--- src/rtl/random_pulse_gen_mc.sv ---
// random_pulse_gen_mc: multi-channel random pulse generator.
// One shared Fibonacci LFSR feeds every channel. Each channel takes its own
// rotated view of the LFSR, so all channels see different gap values.
// Each channel runs an IDLE/GAP/PULSE machine: a gap of G cycles, then a pulse
// pulse_width+1 cycles wide, then the next gap. mode selects random gaps or
// fixed (periodic) gaps.
module random_pulse_gen_mc #(
  parameter int WIDTH    = 16,
  parameter int CHANNELS = 4,
  parameter int PW_BITS  = 4
) (
  input  logic                clk,
  input  logic                rst_n,
  input  logic [CHANNELS-1:0] ch_en,
  input  logic                mode,
  input  logic                seed_load,
  input  logic [WIDTH-1:0]    seed,
  input  logic [WIDTH-1:0]    min_gap,
  input  logic [WIDTH-1:0]    gap_mask,
  input  logic [PW_BITS-1:0]  pulse_width,
  output logic [CHANNELS-1:0] pulse,
  output logic                pulse_any
);

  localparam logic [1:0] S_IDLE  = 2'd0;
  localparam logic [1:0] S_GAP   = 2'd1;
  localparam logic [1:0] S_PULSE = 2'd2;

  // Tap masks for the maximal-length polynomials (tap n maps to bit n-1).
  localparam logic [31:0] TAPS32 = (WIDTH == 8)  ? 32'h0000_00B8 :
                                   (WIDTH == 16) ? 32'h0000_B400 :
                                   (WIDTH == 24) ? 32'h00E1_0000 :
                                                   32'h8020_0003;
  localparam logic [WIDTH-1:0] TAPS     = TAPS32[WIDTH-1:0];
  localparam logic [WIDTH-1:0] LFSR_ONE = WIDTH'(1);

  logic [WIDTH-1:0]    r_lfsr;
  logic [1:0]          r_state [CHANNELS];
  logic [WIDTH-1:0]    r_gcnt  [CHANNELS];
  logic [PW_BITS-1:0]  r_wcnt  [CHANNELS];
  logic [CHANNELS-1:0] r_pulse;
  logic                r_pulse_any;

  logic [WIDTH-1:0]    w_gap       [CHANNELS];
  logic [1:0]          w_state_nxt [CHANNELS];
  logic [WIDTH-1:0]    w_gcnt_nxt  [CHANNELS];
  logic [PW_BITS-1:0]  w_wcnt_nxt  [CHANNELS];
  logic [CHANNELS-1:0] w_pulse_nxt;

  // Shared LFSR: reseed on seed_load (zero seed replaced by 1), else advance.
  always_ff @(posedge clk or negedge rst_n) begin
    if (!rst_n) begin
      r_lfsr <= LFSR_ONE;
    end else if (seed_load) begin
      r_lfsr <= (seed == '0) ? LFSR_ONE : seed;
    end else begin
      r_lfsr <= {r_lfsr[WIDTH-2:0], ^(r_lfsr & TAPS)};
    end
  end

  // Per-channel gap candidate: rotated LFSR sample, masked, added to min_gap
  // with saturation; periodic mode uses min_gap alone.
  always_comb begin
    logic [2*WIDTH-1:0] w_rot_dbl;
    logic [WIDTH-1:0]   w_rnd;
    logic [WIDTH:0]     w_sum;
    w_rot_dbl = '0;
    w_rnd     = '0;
    w_sum     = '0;
    for (int unsigned c = 0; c < CHANNELS; c++) begin
      // Upper half of the doubled word shifted left is the left rotation.
      w_rot_dbl = {r_lfsr, r_lfsr} << ((3 * c) % WIDTH);
      w_rnd     = w_rot_dbl[2*WIDTH-1:WIDTH];
      w_sum     = {1'b0, min_gap} + {1'b0, w_rnd & gap_mask};
      if (mode) begin
        w_gap[c] = min_gap;
      end else if (w_sum[WIDTH]) begin
        w_gap[c] = '1;
      end else begin
        w_gap[c] = w_sum[WIDTH-1:0];
      end
    end
  end

  // Channel next-state: seed_load and a low enable both force IDLE.
  always_comb begin
    for (int unsigned c = 0; c < CHANNELS; c++) begin
      w_state_nxt[c] = r_state[c];
      w_gcnt_nxt[c]  = r_gcnt[c];
      w_wcnt_nxt[c]  = r_wcnt[c];
      w_pulse_nxt[c] = 1'b0;
      if (seed_load || !ch_en[c]) begin
        w_state_nxt[c] = S_IDLE;
      end else begin
        case (r_state[c])
          S_IDLE: begin
            w_state_nxt[c] = S_GAP;
            w_gcnt_nxt[c]  = w_gap[c];
          end
          S_GAP: begin
            if (r_gcnt[c] == '0) begin
              w_state_nxt[c] = S_PULSE;
              w_wcnt_nxt[c]  = pulse_width;
              w_pulse_nxt[c] = 1'b1;
            end else begin
              w_gcnt_nxt[c] = r_gcnt[c] - WIDTH'(1);
            end
          end
          S_PULSE: begin
            if (r_wcnt[c] == '0) begin
              w_state_nxt[c] = S_GAP;
              w_gcnt_nxt[c]  = w_gap[c];
            end else begin
              w_wcnt_nxt[c]  = r_wcnt[c] - PW_BITS'(1);
              w_pulse_nxt[c] = 1'b1;
            end
          end
          default: begin
            w_state_nxt[c] = S_IDLE;
          end
        endcase
      end
    end
  end

  // Channel state, counters and registered pulse outputs.
  always_ff @(posedge clk or negedge rst_n) begin
    if (!rst_n) begin
      for (int unsigned c = 0; c < CHANNELS; c++) begin
        r_state[c] <= S_IDLE;
        r_gcnt[c]  <= '0;
        r_wcnt[c]  <= '0;
      end
      r_pulse     <= '0;
      r_pulse_any <= 1'b0;
    end else begin
      for (int unsigned c = 0; c < CHANNELS; c++) begin
        r_state[c] <= w_state_nxt[c];
        r_gcnt[c]  <= w_gcnt_nxt[c];
        r_wcnt[c]  <= w_wcnt_nxt[c];
      end
      r_pulse     <= w_pulse_nxt;
      r_pulse_any <= |w_pulse_nxt;
    end
  end

  assign pulse     = r_pulse;
  assign pulse_any = r_pulse_any;

endmodule

--- config.mk ---
export PLATFORM = sky130hd
export DESIGN_NAME = random_pulse_gen_mc
export DESIGN_NICKNAME = d
export VERILOG_FILES = /design/src/rtl/random_pulse_gen_mc.sv
export SDC_FILE = /design/constraint.sdc
export NUM_CORES = 1
export LEC_CHECK = 0
export ABC_AREA = 1
export CAP_MARGIN = 5
export CORE_MARGIN = 3
export CORE_UTILIZATION = 50
export CTS_CLUSTER_SIZE = 10
export DETAILED_ROUTE_END_ITERATION = 10
export GPL_TIMING_DRIVEN = 0
export PLACE_DENSITY = 0.69
export SLEW_MARGIN = 40
export SYNTH_ARGS = -nofsm -noshare
export SYNTH_HDL_FRONTEND = slang
export SYNTH_SLANG_ARGS = --single-unit
--- constraint.sdc ---
create_clock -name clk -period 2.95 [get_ports clk]
set_input_delay 0.7375 -clock clk [delete_from_list [all_inputs] [get_ports clk]]
set_output_delay 0.7375 -clock clk [all_outputs]
set_load 0.01 [all_outputs]
# Word-level counts from Yosys, hierarchy flattened
# Index checks and enable logic that the tools add are counted.
[classes]
add_sub_neg = 12
muxes = 66
n_mul = 0
n_bitwise = 8
n_lt_le_gt_ge = 0
eq_ne = 32
n_shift = 0
n_reduce_logical = 43
n_div = 0
[op_table]
columns = ["cell", "count"]
rows = [
  ["16-bit two-way mux", 18],
  ["16-bit one-hot mux with 3 select lines", 4],
  ["16-bit zero test", 5],
  ["16-bit by 16-bit adder with 17-bit output", 4],
  ["16-bit bitwise AND", 4],
  ["16-bit by 1-bit subtractor with 16-bit output (second input constant)", 4],
  ["4-bit two-way mux", 8],
  ["2-bit != test (second input constant)", 16],
  ["4-bit one-hot mux with 2 select lines", 4],
  ["4-bit AND reduction", 8],
  ["2-bit two-way mux", 12],
  ["3-bit != test (second input constant)", 8],
  ["2-bit one-hot mux with 3 select lines", 4],
  ["4-bit zero test", 4],
  ["16-bit parity", 1],
  ["4-bit by 1-bit subtractor with 4-bit output (second input constant)", 4],
  ["1-bit two-way mux", 12],
  ["3-bit nonzero test", 4],
  ["2-bit by 1-bit == test with 1-bit output (second input constant)", 4],
  ["2-bit == test (second input constant)", 4],
  ["2-bit zero test", 4],
  ["1-bit one-hot mux with 2 select lines", 4],
  ["2-bit AND reduction", 4],
  ["2-bit nonzero test", 4],
  ["4 further kinds", 13],
]
[word_totals]
rom_bits = 0
latch_bits = 0
regBits = 109
mem_bits_rw = 0
mem_count = 0
inputBits = 60

# Logic depth before layout (Yosys ltp)
[logic_depth]
word_depth = 6
ltp_mapped = 17
mapped_depth_nobuf = 17

# Worst setup path before layout
# OpenSTA, ideal clock, no wires.
[synth_path]
path_type = "input -> register"
start = "in gap_mask[0]"
end = "reg r_gcnt[4] in the netlist's numbering"
t_arrival_ps = 2406
setup_time_ps = 127
setup_slack_ps = 418
stages = 14
required_time_ps = 2823
path_buffers = 0
cell_sequence = "nand2_1 -> inv_1 -> ha_1 -> fa_1 -> nand3_1 -> nand3_1 -> nand2_1 -> nand2_1 -> a21oi_2 -> nand2_1 -> nand2_1 -> nand3_1 -> nand3_1 -> o21ai_0"
[synth_via]
elab_chain_len = 6
[synth_rtl]
columns = ["element", "line", "rtl"]
rows = [
  ["from (decl)", "19", "input logic [WIDTH-1:0] gap_mask,"],
  ["16-bit bitwise AND (*)", "74", "w_sum = {1'b0, min_gap} + {1'b0, w_rnd & gap_mask};"],
  ["16-bit by 16-bit adder with 17-bit output (*)", "74", ""],
  ["16-bit two-way mux (*)", "77", "end else if (w_sum[WIDTH]) begin"],
  ["16-bit two-way mux (*)", "75", "if (mode) begin"],
  ["16-bit two-way mux", "110", "if (r_wcnt[c] == '0) begin"],
  ["16-bit one-hot mux with 3 select lines (*)", "95", "case (r_state[c])"],
  ["to (signal, indexed assignment)", "139", "r_gcnt[c] <= w_gcnt_nxt[c];"],
  ["to (decl)", "39", "logic [WIDTH-1:0] r_gcnt [CHANNELS];"],
]
# Mark *: on every way between the ends. The rest lies on a longest branch, timed or not. The select of a mux whose other input is x is not followed.
# A chain may end at the register's enable or synchronous reset.

# Worst setup path in the final report
[layout_path]
start = "in gap_mask[11]"
end = "reg r_gcnt[36] in the netlist's numbering"
# Same word-level chain as after synthesis.

==> flow_summary.json <==
{
  "slew_headroom_pct": 48.0,
  "cts_tree": "done",
  "die_w_um": 159,
  "cts.sinks": 109,
  "portBuffers": 63,
  "grt_start_max_net_pins": 71,
  "layout_commonest_cell": "nand2_1",
  "rsz0062_at_grt": "true",
  "vdd_drop_max_uv": 278,
  "fmaxAchievable_mhz": 351,
  "preCtsSetupSlack_ps": -817,
  "clk_pin_slew_worst_paths_ps": 80,
  "path_class": "in2reg",
  "route.antenna.remaining_nets": 0,
  "start_util_pct": 51.3,
  "syn_area_mm2": 0.0117,
  "min_period_ps": 2850,
  "ys_seq_area_share_pct": 23.3,
  "synth-edff-count": 0,
  "tightest_slew_ps": 779,
  "p_leak_nw": 7.67,
  "clk_latency_ps": 360,
  "ys.flop_type": "dfrtp_1",
  "dieArea_mm2": 0.0253,
  "antenna_found_initial": 0,
  "drv_cap": 0,
  "pin_count": 65,
  "postSynth.asyncResetShare_pct": 100,
  "crit_required_ps": 3200,
  "row_count": 55,
  "synth_seq_cells": 109,
  "worstSetupEndpointType": "register",
  "multi_input_area_mm2": 0.00788,
  "wl_um": 37700,
  "period_share_pct": 96.7,
  "grtUsageTotal_pct": 29.3,
  "numCtsBuffers": 9,
  "dp_hpwl_um": 29500,
  "grt_pass1_wl_um": 60000,
  "layout.area.seq_mm2": 0.00273,
  "final_core_utilization_pct": 58.1,
  "syn_avg_cell_area_um2": 6.03,
  "grt_pass1_vias": 11300,
  "core_area_mm2": 0.0228,
  "min_path_type": "in2async",
  "synth_cell_types": 54,
  "powerDensity_mw_per_mm2": 482,
  "status": "finished clean",
  "synthCells": 1943,
  "finalWorstSetupSlack_ps": 97.3,
  "final_cell_mix": "709 x nand2_1, 285 x inv_1, 157 x nor2_1, 154 x nand3_1, 108 x dfrtp_1",
  "antenna_cells": 0,
  "cp-start-kind": "input port",
  "hold_viol_final": 0,
  "die_h_um": 159,
  "vias": 12400,
  "drc": 0,
  "nets": 2180,
  "cts_max_level": 3,
  "nFillCells": 2382,
  "yosysWarnings": 0,
  "drt_iter0_drc": 919,
  "clk_path_buf_depth": 2,
  "drt_first_pass_iters": 5,
  "cts-root-buf": "clkbuf_16",
  "drive_gt1_share_pct": 5.38,
  "placed_area_mm2": 0.0128,
  "finalSetupViolCount": 0,
  "critPathArrivalTime_ps": 3110,
  "grt_overflow_total": 0,
  "area_growth_pct": 13.3,
  "place_congestion": 0.953,
  "worstPathMaxFanout": 5,
  "drv_slew": 0,
  "synthesis.nets": 2101,
  "final_cell_area_mm2": 0.0133,
  "vias_per_cell": 5.29,
  "skew_ps": 12.7,
  "drt-wirelength-per-cell_um": 16.1
}
## worst max-delay path, cell delays in order
cell,delay (ps)
clkdlybuf4s50_1,510
nand2_1,100
inv_1,40
ha_1,350
a21oi_1,300
nand2_1,140
nand2_1,100
nand2_1,110
a21oi_2,280
nand2_1,90
nand2_1,70
nand3_1,120
nand3_1,100
o21ai_1,60
## final cells by class
class / instances / area share [%]
plain buffers: 37 / 1.47
multi-input cells: 1510 / 59.3
inverters: 290 / 8.20
clock buffers: 10 / 1.72
clock inverters: 6 / 0.396
well taps: 313 / 2.95
flip-flops and latches: 109 / 20.5
repair buffers: 65 / 5.42
## through the flow
step / hold slack (ps) / power [mW] / setup TNS, ps / instances
5_1_grt: 263 / 6.95 / -59.9 / 2340
4_1_cts: 256 / 6.36 / 0 / 2337
3_5_place_dp: 470 / 5.09 / -34220 / 2320
3_3_place_gp: 464 / 5.03 / -403520 / 2319
6_report: 248 / 6.41 / 0 / 2340
2_1_floorplan: 442 / 4.27 / 0 / 1943
## synth_stat cells, drive strengths merged (4+ instances only)
| cell | count | area, um2 |
|---|---|---|
| xor2 | 29 | 254 |
| clkbuf | 16 | 60.1 |
| nor2 | 178 | 751 |
| nand3 | 163 | 826 |
| nand2 | 714 | 2690 |
| o211ai | 8 | 60.1 |
| buf | 21 | 133 |
| a21oi | 110 | 566 |
| dfrtp | 108 | 2700 |
| o21ai | 99 | 507 |
| nor4 | 4 | 25.0 |
| xnor2 | 22 | 193 |
| inv | 289 | 1080 |
| ha | 94 | 1180 |
| a211oi | 4 | 42.5 |
| nor3 | 19 | 116 |
| and2 | 8 | 50.1 |
| nand3b | 6 | 65.1 |
| a31oi | 13 | 81.3 |
| nand4 | 10 | 68.8 |
| fa | 4 | 80.1 |
## worst paths after layout
| path | slack [ps] | startpoint | end | cells after the start |
|---|---|---|---|---|
| max | 100 | gap_mask[11] | r_gcnt[36] | 14 |
| min | 250 | rst_n | r_state[1] | 1 |
| max reg2reg | 340 | r_lfsr[13] | r_gcnt[36] | 14 |
| min reg2reg | 490 | r_gcnt[49] | r_gcnt[49] | 2 |
| max in group asynchronous | 2040 | rst_n | r_gcnt[27] | 2 |
| min in group clk | 490 | r_gcnt[49] | r_gcnt[49] | 2 |
## report_power, final
group	total (mW)	internal (mW)	leakage, nW	switching [mW]
Combinational	2.93	1.07	6.18	1.86
Clock	1.24	0.593	0.137	0.644
Sequential	2.24	1.86	1.35	0.382
Total	6.41	3.52	7.67	2.89
## sequential cells by signal (all words and copies together), names as in the netlist
signal	flops
r_state	8
r_lfsr	16
r_gcnt	64
pulse	4
pulse_any	1
r_wcnt	16
## what timing repair did
action / in CTS / in global routing
pin swaps: 1 / 1
gates cloned: 1 / 2
setup buffers: 0 / 1
resized for setup: 15 / 53
endpoints found under the setup margin: 57 / 56
hold buffers: 0 / 0
## layer usage
metal / track usage, % / wire (um)
met1: 41.9 / 17100
met2: 46.3 / 16400
met3: 4.01 / 3090
met4: 8.64 / 1090
met5: 0 / 0
## logic make-up after synthesis
family / after synthesis / synth area share (%)
AO/OA/AOI/OAI: 252 / 11.8
flip-flops: 109 / 23.3
buffers and inverters: 327 / 10.9
adder cells (fa/ha/maj): 98 / 10.7
AND/OR/NAND/NOR: 1106 / 39.4
XOR/XNOR: 51 / 3.81
(Power assumes the default switching activity.)
